**src/rtl/div_pkg.sv**
```systemverilog
// Shared definitions for the repeated-subtraction divider: controller state
// encoding and the default operand width.
package div_pkg;

    localparam int DIV_WIDTH = 16;

    typedef enum logic [1:0] {
        IDLE    = 2'd0,
        LOAD_B  = 2'd1,
        COMPUTE = 2'd2,
        DONE    = 2'd3
    } div_state_e;

endpackage

```
**src/rtl/div_repsub_dp.sv**
```systemverilog
// Datapath of the repeated-subtraction divider. Holds the remainder (R),
// divisor (D) and quotient (Q) registers plus the divide-by-zero flag.
// It only reacts to the control strobes from the controller; it has no
// notion of which state the divider is in.
module div_repsub_dp
    import div_pkg::*;
#(
    parameter int WIDTH = DIV_WIDTH
) (
    input  logic             clk,
    input  logic             rst_n,
    input  logic [WIDTH-1:0] data_i,
    input  logic             loadR_i,
    input  logic             loadD_i,
    input  logic             clrQ_i,
    input  logic             setQ_i,
    input  logic             decR_i,
    input  logic             incQ_i,
    input  logic             setDbz_i,
    input  logic             clrDbz_i,
    output logic [WIDTH-1:0] quotient_o,
    output logic [WIDTH-1:0] remainder_o,
    output logic             divByZero_o,
    output logic             rGeD_o,
    output logic             dataZero_o
);

    logic [WIDTH-1:0] rem_q, rem_d;
    logic [WIDTH-1:0] div_q, div_d;
    logic [WIDTH-1:0] quo_q, quo_d;
    logic             dbz_q, dbz_d;
    logic [WIDTH-1:0] diff;

    assign diff = rem_q - div_q;

    // Next-state selection for every datapath register, driven purely by strobes
    always_comb begin
        rem_d = rem_q;
        div_d = div_q;
        quo_d = quo_q;
        dbz_d = dbz_q;

        if (loadR_i) begin
            rem_d = data_i;
        end else if (decR_i) begin
            rem_d = diff;
        end

        if (loadD_i) begin
            div_d = data_i;
        end

        if (setQ_i) begin
            quo_d = '1;
        end else if (clrQ_i) begin
            quo_d = '0;
        end else if (incQ_i) begin
            quo_d = quo_q + WIDTH'(1);
        end

        if (setDbz_i) begin
            dbz_d = 1'b1;
        end else if (clrDbz_i) begin
            dbz_d = 1'b0;
        end
    end

    // Register update with synchronous active-low reset clearing everything
    always_ff @(posedge clk) begin
        if (!rst_n) begin
            rem_q <= '0;
            div_q <= '0;
            quo_q <= '0;
            dbz_q <= 1'b0;
        end else begin
            rem_q <= rem_d;
            div_q <= div_d;
            quo_q <= quo_d;
            dbz_q <= dbz_d;
        end
    end

    assign quotient_o  = quo_q;
    assign remainder_o = rem_q;
    assign divByZero_o = dbz_q;
    assign rGeD_o      = (rem_q >= div_q);
    assign dataZero_o  = (data_i == '0);

endmodule

```
**src/rtl/div_repsub.sv**
```systemverilog
// Top level of the repeated-subtraction divider. The dividend arrives on the
// start cycle and the divisor on the next cycle over the shared data_in bus;
// the controller here sequences the datapath until R drops below D.
module div_repsub
    import div_pkg::*;
#(
    parameter int WIDTH = DIV_WIDTH
) (
    input  logic             clk,
    input  logic             rst_n,
    input  logic             start,
    input  logic [WIDTH-1:0] data_in,
    output logic [WIDTH-1:0] quotient,
    output logic [WIDTH-1:0] remainder,
    output logic             busy,
    output logic             done,
    output logic             div_by_zero
);

    div_state_e state_q, state_d;

    logic loadR;
    logic loadD;
    logic clrQ;
    logic setQ;
    logic decR;
    logic incQ;
    logic setDbz;
    logic clrDbz;
    logic rGeD;
    logic dataZero;

    div_repsub_dp #(
        .WIDTH(WIDTH)
    ) u_dp (
        .clk         (clk),
        .rst_n       (rst_n),
        .data_i      (data_in),
        .loadR_i     (loadR),
        .loadD_i     (loadD),
        .clrQ_i      (clrQ),
        .setQ_i      (setQ),
        .decR_i      (decR),
        .incQ_i      (incQ),
        .setDbz_i    (setDbz),
        .clrDbz_i    (clrDbz),
        .quotient_o  (quotient),
        .remainder_o (remainder),
        .divByZero_o (div_by_zero),
        .rGeD_o      (rGeD),
        .dataZero_o  (dataZero)
    );

    // Controller state register; reset always returns to IDLE and aborts work
    always_ff @(posedge clk) begin
        if (!rst_n) begin
            state_q <= IDLE;
        end else begin
            state_q <= state_d;
        end
    end

    // Next-state and datapath strobes; a zero divisor short-cuts straight to DONE
    always_comb begin
        state_d = state_q;
        loadR   = 1'b0;
        loadD   = 1'b0;
        clrQ    = 1'b0;
        setQ    = 1'b0;
        decR    = 1'b0;
        incQ    = 1'b0;
        setDbz  = 1'b0;
        clrDbz  = 1'b0;

        case (state_q)
            IDLE: begin
                if (start) begin
                    loadR   = 1'b1;
                    state_d = LOAD_B;
                end
            end
            LOAD_B: begin
                loadD = 1'b1;
                if (dataZero) begin
                    setQ    = 1'b1;
                    setDbz  = 1'b1;
                    state_d = DONE;
                end else begin
                    clrQ    = 1'b1;
                    clrDbz  = 1'b1;
                    state_d = COMPUTE;
                end
            end
            COMPUTE: begin
                if (rGeD) begin
                    decR = 1'b1;
                    incQ = 1'b1;
                end else begin
                    state_d = DONE;
                end
            end
            DONE: begin
                state_d = IDLE;
            end
            default: begin
                state_d = IDLE;
            end
        endcase
    end

    assign busy = (state_q != IDLE);
    assign done = (state_q == DONE);

endmodule

```
**config.mk**
```make
export PLATFORM = sky130hd
export DESIGN_NAME = div_repsub
export DESIGN_NICKNAME = d
export VERILOG_FILES = /design/src/rtl/div_pkg.sv /design/src/rtl/div_repsub_dp.sv /design/src/rtl/div_repsub.sv
export SDC_FILE = /design/constraint.sdc
export NUM_CORES = 1
export LEC_CHECK = 0
export CORE_UTILIZATION = 49
export CTS_CLUSTER_DIAMETER = 40
export DETAILED_ROUTE_END_ITERATION = 10
export PLACE_DENSITY_LB_ADDON = 0.08
export SLEW_MARGIN = 20
export SYNTH_ARGS = -nofsm -noshare
export SYNTH_HDL_FRONTEND = slang
export SYNTH_SLANG_ARGS = --single-unit
export TNS_END_PERCENT = 20
```
**constraint.sdc**
```tcl
create_clock -name clk -period 2.5 [get_ports clk]
set_input_delay 0.5 -clock clk [delete_from_list [all_inputs] [get_ports clk]]
set_output_delay 0.5 -clock clk [all_outputs]
set_load 0.02 [all_outputs]
```
Word-level counts from Yosys, hierarchy flattened:

Index checks and enable logic that the tools add are counted.

* reduce and logical (&&, ||, !) cells: 7
* bitwise operators: 0
* $mul: 0
* add/subtract/negate cells: 2
* shift-type cells: 0
* divide/modulo/power cells: 0
* muxes and demuxes: 20
* eq/ne operators: 5
* magnitude comparators: 1

Operator list (count)
* $mux W16: 5
* $add A16 B1 Y16 const B: 1
* $ge A16 B16 Y1: 1
* $logic_not A16 Y1: 1
* $sub A16 B16 Y16: 1
* $mux W1: 12
* $pmux W2 S4: 1
* $reduce_bool A2 Y1: 3
* $eq A2 B2 Y1 const B: 2
* $mux W2: 2
* $ne A2 B2 Y1 const B: 2
* $reduce_bool A3 Y1: 1
* $eq A2 B1 Y1 const B: 1
* $logic_not A2 Y1: 1
* $reduce_and A2 Y1: 1

* memories: 0
* register bits: 51
* latch bits: 0
* ROM bits: 0
* input bits: 19
* bits in writable memories: 0

Longest topological paths before layout:

Gate-level depths: netlist (run 1).

* depth in word-level cells: 6
* mapped depth: 11
* depth with buffers taken out: 10

Cells and area by module:

A second synthesis (run 1) with hierarchy kept.

* cells, all modules: 389
* area, all modules: 3194.3 µm²

By module, submodules not included
* div_repsub_dp: area an instance 2997.9 µm², sequential area each 980.9 µm², cells an instance 367, times used 1
* div_repsub: area an instance 196.4 µm², sequential area each 40.0 µm², cells an instance 22, times used 1

Worst setup path before layout (run 1):

OpenSTA, ideal clock, no wires.

* path type: reg-to-reg
* start: reg u_dp.rem_q[0], in the netlist u_dp.remainder_o[0]
* end: reg state_q[0]
* setup slack: -0.053 ns
* data arrival time: 2.420 ns
* period minus slack after synthesis: 2.553 ns
* stages on the path, launching flop included: 12
* path buffers: 1
* cells stage by stage: dfxtp_1 inv_1 ha_1 inv_1 fa_1 a211oi_2 o21ai_0 a311oi_4 a31oi_4 buf_6 o41ai_2 a21oi_1

* cells in the longest elaborated chain, start to end: 3

RTL lines
* start, declared: RTL line div_repsub_dp.sv:28 `logic [WIDTH-1:0] rem_q, rem_d;`
* start signal, assigned: RTL line div_repsub_dp.sv:76 `rem_q <= rem_d;`
* $ge A16 B16 Y1: RTL line div_repsub_dp.sv:86 `assign rGeD_o = (rem_q >= div_q);`
* $ne A2 B2 Y1 (no source line)
* $reduce_and A2 Y1 (no source line)
* end signal, assigned: RTL line div_repsub.sv:59 `state_q <= state_d;`
* end, declared: RTL line div_repsub.sv:20 `div_state_e state_q, state_d;`

No other way between the ends.
A chain may end at the register's enable or synchronous reset.

Worst setup path in the final report (run 1):

Ends and elaborated chain as after synthesis.

==> results of run 1 <==
layout make-up:
class | instances | share of cell area
clock buffers | 8 | 0.0223
inverters | 28 | 0.0234
multi-input cells | 311 | 0.508
flip-flops and latches | 51 | 0.228
well taps | 80 | 0.0223
repair buffers | 94 | 0.196
metrics by stage:
stage,power [µW],hold WS [ns]
finish,5570,0.498
global placement,4590,0.471
detailed placement,4630,0.484
global route,6010,0.527
floorplan,3630,0.460
CTS,5180,0.507
sequential cells by signal, indices dropped and copies added (netlist names):
signal,flops
state_q,2
u_dp.divByZero_o,1
u_dp.div_q,16
u_dp.quotient_o,16
u_dp.remainder_o,16
synth_stat cells (2+ instances only):
library cell / number / area share
sky130_fd_sc_hd__o21ai_0: 25 / 0.037
sky130_fd_sc_hd__and2_1: 6 / 0.011
sky130_fd_sc_hd__o211ai_1: 5 / 0.011
sky130_fd_sc_hd__nand3_1: 23 / 0.034
sky130_fd_sc_hd__a211o_1: 2 / 0.0051
sky130_fd_sc_hd__a211oi_1: 5 / 0.011
sky130_fd_sc_hd__nand3b_1: 2 / 0.0044
sky130_fd_sc_hd__buf_2: 4 / 0.0059
sky130_fd_sc_hd__dfxtp_1: 51 / 0.30
sky130_fd_sc_hd__a311oi_1: 5 / 0.013
sky130_fd_sc_hd__and4_4: 2 / 0.0066
sky130_fd_sc_hd__o21ai_1: 5 / 0.0073
sky130_fd_sc_hd__nor4_1: 4 / 0.0073
sky130_fd_sc_hd__buf_6: 3 / 0.0099
sky130_fd_sc_hd__a21o_1: 3 / 0.0066
sky130_fd_sc_hd__or3_1: 2 / 0.0037
sky130_fd_sc_hd__nand4b_1: 4 / 0.010
sky130_fd_sc_hd__nand4_1: 8 / 0.015
sky130_fd_sc_hd__and4_1: 3 / 0.0077
sky130_fd_sc_hd__o21a_1: 3 / 0.0066
sky130_fd_sc_hd__xor2_1: 6 / 0.015
sky130_fd_sc_hd__inv_1: 27 / 0.030
sky130_fd_sc_hd__or2_2: 2 / 0.0037
sky130_fd_sc_hd__xnor2_1: 12 / 0.031
sky130_fd_sc_hd__a41oi_1: 2 / 0.0051
sky130_fd_sc_hd__and3_1: 6 / 0.011
sky130_fd_sc_hd__nand2b_1: 5 / 0.0092
sky130_fd_sc_hd__nor3_1: 10 / 0.015
sky130_fd_sc_hd__clkbuf_1: 16 / 0.018
sky130_fd_sc_hd__a31oi_1: 8 / 0.015
sky130_fd_sc_hd__mux2_2: 3 / 0.0099
sky130_fd_sc_hd__nor2_1: 36 / 0.040
sky130_fd_sc_hd__mux2i_1: 26 / 0.076
sky130_fd_sc_hd__o311ai_0: 3 / 0.0077
sky130_fd_sc_hd__ha_1: 22 / 0.081
sky130_fd_sc_hd__a21oi_1: 16 / 0.023
sky130_fd_sc_hd__o2111ai_1: 2 / 0.0051
sky130_fd_sc_hd__nand2_1: 24 / 0.026
path summary, 6_finish.rpt:
kind	from	slack [ns]	end
max	u_dp.remainder_o[0]	0.05	state_q[0]
min	u_dp.divByZero_o	0.50	u_dp.divByZero_o
min reg2reg	u_dp.divByZero_o	0.50	u_dp.divByZero_o
max reg2reg	u_dp.remainder_o[0]	0.05	state_q[0]
logic make-up after synthesis:
kind of cell / synth area share
AO/OA/AOI/OAI: 0.201
XOR/XNOR: 0.0461
adder cells (fa/ha/maj): 0.0864
buffers and inverters: 0.0641
flip-flops: 0.299
multiplexers: 0.0860
AND/OR/NAND/NOR: 0.218
power by group:
group          leakage [µW]  internal (µW)  switching (µW)
clock             0.0000515            253             282
combinational       0.00120           1790            2090
sequential         0.000417            993             163
total               0.00166           3040            2540
metal layers:
layer | up-vias | routed length (µm) | global-route usage
met1 | 1590 | 4130 | 0.329
li1 | 1663 | - | -
met5 | - | 0 | 0
met4 | 0 | 181 | 0.0818
met3 | 13 | 393 | 0.0404
met2 | 82 | 4570 | 0.434
what timing repair did:
action,in CTS,in global routing
resized for setup,1,23
gates cloned,0,3
hold endpoints to repair,0,0
pin swaps,1,11
setup buffers,0,5
setup endpoints to repair,1,29
worst reg2reg max path, delay by kind of cell (launching register included):
family                     cells  cell delay [ns]
adders and majority gates      2             0.51
buffers and inverters          3             0.30
AOI/OAI and AO/OA              6             1.20
DFF                            1             0.34
==> results.txt, run 1 <==
The count of yosys warnings during synthesis came out at 0. The slowest cell on the critical path is sky130_fd_sc_hd__fa_2. The number of rows in the core area came out at 30. The worst setup path is of the reg -> reg kind. The path class of the tightest hold or removal check is reg -> reg. STA classifies the critical path endpoint as a flip-flop. The share of the yosys chip area belonging to registers is 0.299. Together, buffers and inverters on the worst path number 3.

The highest net fanout along the worst path is 4. The final layout contains routed wiring with a total length of around 9000 µm. The flow ran to the end, and the final reports show no timing, DRC or antenna violations. The initial core utilization is 0.506. The post-placement cell count is 556.

The number of slew-limit violations in the final report is 0. The number of failing hold endpoints at the final stage is 0. The first global-routing pass estimated 14800 µm of wire.

Data arrives at the worst endpoint at 2.65 ns. The transition at the pin with the smallest max-transition slack came out at 0.472 ns. The area of the core region is 0.00676 mm². After the flow finishes, the layout carries non-filler instances totaling 572. The number of instances in the synthesized netlist came out at 412. The tool flagged a number of max-cap violations equal to 0. The signal on the critical path passes through inv_2 > ha_4 > inv_2 > fa_2 > a211oi_4 > o21ai_2 > a311oi_4 > buf_4 > a31oi_4 > o41ai_2 > a21oi_2. The number of antenna repair diodes is 0. The mean routed wirelength per cell came out at 16.2 µm. The total of endpoints with negative setup slack in the final report came out at 0. The post-route clock period utilization is 0.978. After synthesis the cells add up to 0.00342 mm².

The placed instances occupy a cell area of 0.00421 mm². The number of flops mapped to enable cells by yosys is 0. The netlist uses 59 different library cells. The area of the multi-input gates is roughly 0.0023 mm². Before CTS, the worst setup slack after placement is -0.0406 ns. In this run the power density over the cells is ~1200 mW/mm². The total number of nets in the final design came out at 533. On the worst path, the slowest cell contributes a delay of between 0.3 and 0.4 ns. The most used flip-flop cell after synthesis is sky130_fd_sc_hd__dfxtp_1. The wire-length estimate of the detail-placed layout is 6660 µm.

In the layout the commonest cells are sky130_fd_sc_hd__clkdlybuf4s50_1, sky130_fd_sc_hd__dfxtp_1, sky130_fd_sc_hd__nor2_1, sky130_fd_sc_hd__buf_4, sky130_fd_sc_hd__mux2i_1. In the routed design, unresolved DRC markers number 0. Relative to the synthesized area, the layout overhead comes to 31.3%.

The via count is 3348. The logic depth of the worst register-to-register path is 11. The post-layout instance area came out at approximately 0.0045 mm².

Counting along the longest clock path gives a buffer depth of 2. The largest net degree at the start of global routing came out at 22. The clock-pin transition on the worst setup and hold timing paths is about 0.09 ns. The critical path runs through a total of 11 cells. Across every metal layer, demand over resource in global routing totals 0.254.

In the final layout, the share of cells above drive strength 1 is 0.167. The clock reaches the later pin of the worst-skew pair after 0.31 ns. The area enclosed by the die boundary is 0.00731 mm².

The number of flip-flops and latches in the synthesized netlist is 51. The quantity of hold-fixing buffers added after cts came out at 0. The worst setup slack after layout is around 0.055 ns. Registers take approximately 0.0010 mm². The number of port buffers is 53. The worst setup path is launched from a flip-flop. The first-pass iteration count of the detailed router is 4. Summed over all cells, the static leakage comes to 0.00166 µW. For this run the aggregate overflow at the end of global routing stands at 0. Counting instances, the worst hold path has a depth of 2. The DRC marker count from the first detailed-route iteration is 173.

Setup repair after global routing could not meet its margin everywhere. In this run the number of H-tree levels came out at 2. The layout filler cell count came out at 588. On the critical path the largest part of the delay comes from compound AO/OA/AOI/OAI gates.

A synthesized cell averages 8.30 µm². The congestion estimate from routability-driven global placement came to around 0.9. The timing-limited maximum frequency came out at 409 MHz.

The I/O pin count is 54. The average via count per standard cell came out at 5.85. The number of CTS-inserted buffers came out at 5.

The clock tree from TritonCTS is built. The utilization of the core after routing is 0.664. The initial antenna violation count came to 0.

The remaining antenna violation count is 0. Clock tree synthesis selected as its root buffer the cell sky130_fd_sc_hd__clkbuf_8. The leading cell type in the layout, fill and taps excluded is sky130_fd_sc_hd__clkdlybuf4s50_1. The setup TNS after final layout came out at 0 ns. The die span in y came out at 85.5 µm. From left edge to right edge, the die measures 85.5 µm.

The proportion of register bits with asynchronous set or reset after synthesis came out at 0. The worst-case headroom to the max-slew limit came out at 0.684. The via count of the first global-routing pass is 3137.

The most numerous cell type found on the critical path is sky130_fd_sc_hd__inv_2. The clock arrives with 0.00277 ns of skew. The maximum resistive drop on vdd came out at 0.803 mV. Counting every net in the synthesized netlist gives 454. The endpoint required time on the critical path came out at 2.70 ns. The clock drives 51 sinks. The final critical delay including setup and external delays came out at roughly 2.4 ns.
Note: power is estimated with default switching activity, not from simulation.
==> run 2: changes to the inputs <==
--- a/config.mk
+++ b/config.mk
@@ -6,6 +6,7 @@
 export NUM_CORES = 1
 export LEC_CHECK = 0
 export CORE_UTILIZATION = 49
+export CTS_BUF_LIST = sky130_fd_sc_hd__clkbuf_16
 export CTS_CLUSTER_DIAMETER = 40
 export DETAILED_ROUTE_END_ITERATION = 10
 export PLACE_DENSITY_LB_ADDON = 0.08
==> results.txt, run 2 (synthesis gave the netlist of run 1 again) <==
The number of failing hold endpoints at the final stage came out at 0 (unchanged). The number of rows in the core area came out at 30 (unchanged). The final reports fail on setup timing. The final critical delay including setup and external delays is 2.54 ns (+0.0980 ns). The worst setup path is launched from a flip-flop. In the layout the commonest cells are sky130_fd_sc_hd__clkdlybuf4s50_1, sky130_fd_sc_hd__dfxtp_1, sky130_fd_sc_hd__nor2_1, sky130_fd_sc_hd__buf_4. The met3 usage was 0.0346 (-0.00577). The critical path is of the reg -> reg type. The detailed-route DRC error count came to 0 (unchanged). The layer flagged by global routing as most heavily used is met2. The highest net fanout along the worst path came to 6 (+2). The remaining antenna violation count came out at 0 (unchanged). The number of CTS-inserted buffers is 5 (unchanged). The largest net degree at the start of global routing is 22 (unchanged).

The data arrival time of the critical path was 2.74 ns (+0.09 ns). The number of slew-limit violations in the final report came out at 0 (unchanged). Clock tree synthesis selected as its root buffer the cell sky130_fd_sc_hd__clkbuf_16. The overall routing resource usage was 0.255 (+0.00102). The final global-route overflow total came out at 0 (unchanged). STA classifies the critical path endpoint as a flip-flop. The post-layout instance area is 0.00449 mm² (about the same). The initial antenna violation count is 0 (unchanged). The tightest min-delay check is of the reg -> reg type. The quantity of hold-fixing buffers added after cts came out at 0 (unchanged). The maximum resistive drop on vdd came out at 0.903 mV (+12%). The die span in x is 85.5 µm (unchanged).

The max-capacitance violation count is 0 (unchanged). The number of cells on the worst hold path came out at 2 (unchanged). The total of endpoints with negative setup slack in the final report is 5 (+5). The deepest clock path buffer count came to 2 (unchanged).

The routability congestion estimate from global placement came out at 0.881 (unchanged). The DRC marker count from the first detailed-route iteration came out at 160 (-7.5%). The average via count per standard cell came out at 5.86 (+0.12%). The leading cell type in the layout, fill and taps excluded is sky130_fd_sc_hd__clkdlybuf4s50_1. The worst-case headroom to the max-slew limit is 0.678 (-0.00613). The I/O pin count came out at 54 (unchanged). The via count was 3352 (+0.12%).

The total number of nets in the final design came out at 533 (unchanged). The first-pass iteration count of the detailed router is 4 (unchanged). The total placed instance area is 0.00421 mm² (unchanged). The ratio of cells with drive above 1 in the final layout came out at 0.150 (-0.0163). The area enclosed by the die boundary came out at 0.00731 mm² (unchanged). The endpoint required time on the critical path came out at 2.69 ns (about the same). The relative area change from synthesis to final layout came out at 31.4% (about the same). The via count of the first global-routing pass is 3138 (+0.032%). The total clock sinks is 51 (unchanged). TritonCTS built the clock tree. The total power is 5610 µW (+0.65%). The worst-case clock skew came out at 0.00613 ns (+0.00336 ns). The run finished, with violations left. The worst setup slack after layout is -0.0434 ns (-0.0980 ns). The global-route wire length before repair is 14900 µm (+0.70%). The met1 layer usage reported by global route came to 0.334 (+0.00479). The leakage component of the power is 0.00167 µW (+0.41%). The cell area power density is 1250 mW/mm² (+0.57%). The number of antenna repair diodes is 0 (unchanged). The clock-pin transition on the worst setup and hold timing paths came to 0.06 ns (-0.03 ns). The number of levels in the clock H-tree is 2 (unchanged). The logic depth of the worst register-to-register path is 10 (-1). The transition at the pin with the smallest max-transition slack is 0.481 ns (+0.00856 ns). The met2 usage is 0.439 (+0.00509). The area of the core region came out at 0.00676 mm² (unchanged). The mean routed wirelength per cell came to 16.3 µm (+0.54%). The die span in y was 85.5 µm (unchanged). The post-route clock period utilization came out at 1.02 (+0.0392). Setup repair after global routing could not meet its margin everywhere. The clock latency reported for the late side of the worst-skew pair is 0.29 ns (-0.02 ns).

The HPWL after detailed placement came to 6660 µm (unchanged). The routed wire length came out at 9320 µm (+0.54%). The initial core utilization came out at 0.506 (unchanged).

The number of port buffers is 53 (unchanged). The timing-limited maximum frequency came out at 393 MHz (-3.9%).
==> run 2: final timing paths <==
kind,start,endpoint,slack (ns)
hold / removal,u_dp.divByZero_o,u_dp.divByZero_o,0.49
setup reg to reg,u_dp.remainder_o[0],u_dp.remainder_o[6],-0.04
hold reg to reg,u_dp.divByZero_o,u_dp.divByZero_o,0.49
setup / recovery,u_dp.remainder_o[0],u_dp.remainder_o[6],-0.04
==> run 2: metal layers <==
layer / part of all wire / routed length (µm)
met5: 0 / 0
met4: 0.019 / 174
met3: 0.040 / 372
met2: 0.48 / 4500
met1: 0.46 / 4270
==> run 2: area by class of cell <==
class / count / area [µm²]
clock buffer: 5 / 125
clock inverter: 3 / 11.3
fill: 576 / 2270
inverter: 28 / 105
multi-input combinational: 311 / 2250
sequential: 51 / 1020
tap: 80 / 100
timing repair buffer: 94 / 877
==> run 2: through the flow <==
step | setup TNS (ns) | hold slack [ns] | worst slack [ns] | util | instances
detailed placement | -0.0409 | 0.484 | -0.0406 | 0.623 | 556
finish | -0.109 | 0.492 | -0.0434 | 0.665 | 572
global route | -2.46 | 0.520 | -0.154 | 0.665 | 572
global placement | 0 | 0.471 | 0.0127 | 0.623 | 556
CTS | 0 | 0.500 | 0.0319 | 0.643 | 564
floorplan | 0 | 0.460 | 0.0344 | - | 412
==> run 2: what timing repair did <==
action	in CTS	in global routing
resized for setup	0	18
setup buffers	0	5
endpoints found under the setup margin	1	21
pin swaps	2	15
cloned	0	3
==> run 2: worst max-delay path, stage by stage (launching register included) <==
cell	delay (ns)
sky130_fd_sc_hd__dfxtp_2	0.33
sky130_fd_sc_hd__inv_2	0.06
sky130_fd_sc_hd__ha_4	0.13
sky130_fd_sc_hd__inv_2	0.04
sky130_fd_sc_hd__fa_2	0.38
sky130_fd_sc_hd__a211oi_4	0.24
sky130_fd_sc_hd__o21ai_2	0.11
sky130_fd_sc_hd__a311oi_4	0.41
sky130_fd_sc_hd__a31oi_4	0.22
sky130_fd_sc_hd__and2_1	0.26
sky130_fd_sc_hd__a211oi_1	0.27
==> run 2: where the power goes <==
| group | internal, µW | leakage (µW) | switching (µW) |
|---|---|---|---|
| Clock | 361 | 0.0000701 | 297 |
| Sequential | 994 | 0.000417 | 160 |
| Combinational | 1720 | 0.00118 | 2070 |
==> run 3: changes to the inputs <==
--- a/config.mk
+++ b/config.mk
@@ -9,6 +9,7 @@
 export CTS_BUF_LIST = sky130_fd_sc_hd__clkbuf_16
 export CTS_CLUSTER_DIAMETER = 40
 export DETAILED_ROUTE_END_ITERATION = 10
+export GPL_TIMING_DRIVEN = 0
 export PLACE_DENSITY_LB_ADDON = 0.08
 export SLEW_MARGIN = 20
 export SYNTH_ARGS = -nofsm -noshare
==> results.txt, run 3 (synthesis gave the netlist of run 1 again) <==
The flow ran to the end, but the final reports show violations. The checks that failed: setup timing. The largest net degree at the start of global routing is 15 (-32%). The quantity of hold-fixing buffers added after cts is 0 (unchanged). The via count of the first global-routing pass came out at 3095 (-1.4%). The endpoint required time on the critical path is 2.71 ns (+0.02 ns). The clock-pin transition on the worst setup and hold timing paths is 0.07 ns (about the same).

The total power came to 5560 µW (-0.89%). The remaining antenna violation count was 0 (unchanged). The routability congestion estimate from global placement came out at 0.889 (+0.86%).

The number of CTS-inserted buffers is 5 (unchanged). The library cell used most frequently in the layout, excluding fill and tap cells, is sky130_fd_sc_hd__clkdlybuf4s50_1. The cell area power density came out at 1260 mW/mm² (+0.57%). The global-route wire length before repair came out at 15000 µm (+0.97%). The mean routed wirelength per cell came out at 16.9 µm (+3.4%).

The transition at the pin with the smallest max-transition slack came out at 0.857 ns (+0.376 ns). The via count was 3298 (-1.6%). The timing-limited maximum frequency was 392 MHz (-0.37%). The first-pass iteration count of the detailed router came out at 4 (unchanged). The worst-case clock skew came out at 0.00458 ns (-0.00155 ns).

The final global-route overflow total came to 0 (unchanged). The number of levels in the clock H-tree is 2 (unchanged). The clock latency reported for the late side of the worst-skew pair is 0.29 ns (about the same). The routed wire length came to 9510 µm (+1.9%). The total of endpoints with negative setup slack in the final report came out at 10 (+5). The max-capacitance violation count is 0 (unchanged). The data arrival time of the critical path is 2.76 ns (+0.02 ns). The worst setup path is launched from a flip-flop.

The leakage component of the power is 0.00161 µW (-3.5%). The number of rows in the core area is 30 (unchanged). The overall routing resource usage is 0.260 (+0.00465). TritonCTS built the clock tree. The top cell types in the final layout, fill and taps aside, are sky130_fd_sc_hd__clkdlybuf4s50_1, sky130_fd_sc_hd__dfxtp_1, sky130_fd_sc_hd__nor2_1, sky130_fd_sc_hd__inv_1, sky130_fd_sc_hd__mux2i_1. The highest net fanout along the worst path came out at 6 (unchanged).

The deepest clock path buffer count is 2 (unchanged). The area enclosed by the die boundary came to 0.00731 mm² (unchanged). The final critical delay including setup and external delays was 2.55 ns (+0.00948 ns). The number of failing hold endpoints at the final stage was 0 (unchanged). The number of antenna repair diodes is 0 (unchanged). The total clock sinks was 51 (unchanged).

The DRC marker count from the first detailed-route iteration is 164 (+2.5%). The number of port buffers is 52 (-1.9%). The tightest min-delay check is of the reg -> reg type.

The type of element capturing the critical path is a flip-flop. The post-route clock period utilization came out at 1.02 (+0.00379). The HPWL after detailed placement came out at 6950 µm (+4.3%). The I/O pin count is 54 (unchanged). The die span in x came out at 85.5 µm (unchanged).

The initial antenna violation count is 0 (unchanged). The total number of nets in the final design came to 525 (-1.5%). Setup repair after global routing could not meet its margin everywhere. The worst setup slack after layout came out at -0.0529 ns (-0.00948 ns).

The slack of the worst reg-to-reg path came out at -0.05 ns (about the same). The tree is rooted in a sky130_fd_sc_hd__clkbuf_16. The initial core utilization is 0.506 (unchanged). The maximum resistive drop on vdd came out at 0.701 mV (-22%). The die span in y is 85.5 µm (unchanged). The number of slew-limit violations in the final report came out at 0 (unchanged). The utilization of the core after routing is 0.655 (-0.00963).

The average via count per standard cell came out at 5.85 (-0.22%). The type of the worst setup path is reg -> reg. The area of the core region came out at 0.00676 mm² (unchanged).

The worst-case headroom to the max-slew limit is 0.429 (-0.249). The relative area change from synthesis to final layout is 29.5%. The ratio of cells with drive above 1 in the final layout is 0.130 (-0.0202). The setup TNS after final layout came out at -0.297 ns (-0.188 ns). The detailed-route DRC error count is 0 (unchanged).
==> run 3: changes by cell type in the layout (fill, tap and decap cells not counted), moves of 2 or more <==
cell                       delta
sky130_fd_sc_hd__a31oi_1      -2
sky130_fd_sc_hd__clkbuf_1    +12
sky130_fd_sc_hd__buf_4       -25
sky130_fd_sc_hd__buf_2        +3
sky130_fd_sc_hd__buf_6        +3
sky130_fd_sc_hd__o21ai_0      -2
sky130_fd_sc_hd__nor4_1       -2
sky130_fd_sc_hd__clkinv_1     -2
sky130_fd_sc_hd__clkbuf_2     +2
sky130_fd_sc_hd__a31oi_4      +2
==> run 3: critical path: stages (launching register included) <==
cell and delay, ns:
sky130_fd_sc_hd__dfxtp_2 0.33, sky130_fd_sc_hd__inv_2 0.06, sky130_fd_sc_hd__ha_4 0.13, sky130_fd_sc_hd__inv_2 0.04
sky130_fd_sc_hd__fa_2 0.39, sky130_fd_sc_hd__a211oi_4 0.28, sky130_fd_sc_hd__o21ai_2 0.12, sky130_fd_sc_hd__a311oi_4 0.34
sky130_fd_sc_hd__a31oi_4 0.16, sky130_fd_sc_hd__buf_8 0.17, sky130_fd_sc_hd__buf_6 0.13, sky130_fd_sc_hd__nand2b_1 0.15
sky130_fd_sc_hd__a31oi_2 0.18
==> run 3: path summary, 6_finish.rpt <==
check | start | end | cells after the start
worst min register to register | u_dp.div_q[10] | u_dp.div_q[10] | 2
worst min-delay path | u_dp.div_q[10] | u_dp.div_q[10] | 2
worst max register to register | u_dp.remainder_o[0] | u_dp.remainder_o[15] | 12
worst max-delay path | u_dp.remainder_o[0] | u_dp.remainder_o[15] | 12
==> run 3: layout make-up <==
cell class | instances | area (µm²)
clock inverters | 3 | 12.5
multi-input cells | 310 | 2310
fillers | 625 | 2330
well taps | 80 | 100
inverters | 28 | 105
clock buffers | 5 | 125
repair buffers | 65 | 629
flip-flops and latches | 51 | 1020
plain buffers | 22 | 124
==> run 3: routing by layer <==
metal	vias up	share of wire	GRT usage
met5	-	0	0
met3	11	0.039	0.0356
met2	83	0.49	0.443
li1	1645	-	-
met4	0	0.015	0.0879
met1	1559	0.45	0.339
==> run 3: power breakdown <==
part,internal [µW],switching [µW],total (µW)
logic,1640,2110,3750
registers,994,158,1150
clock network,363,295,658
==> run 3: repair_timing <==
| action | 4_1_cts | 5_1_grt |
|---|---|---|
| setup buffers | 2 | 11 |
| gates resized for setup | 2 | 42 |
| endpoints found under the setup margin | 23 | 41 |
| hold endpoints to repair | 0 | 0 |
| pin swaps | 4 | 23 |
| cloned | 0 | 0 |
==> run 3: metrics by stage <==
| step | area [µm²] | worst slack [ns] | std cells | hold slack [ns] |
|---|---|---|---|---|
| 3_3_place_gp | 4050 | -0.557 | 544 | 0.475 |
| 3_5_place_dp | 4050 | -0.522 | 544 | 0.483 |
| 5_1_grt | 4430 | -0.168 | 564 | 0.527 |
| 2_1_floorplan | 3430 | 0.0344 | 412 | 0.460 |
| 6_report | 4430 | -0.0529 | 564 | 0.493 |
| 4_1_cts | 4220 | -0.0512 | 554 | 0.502 |
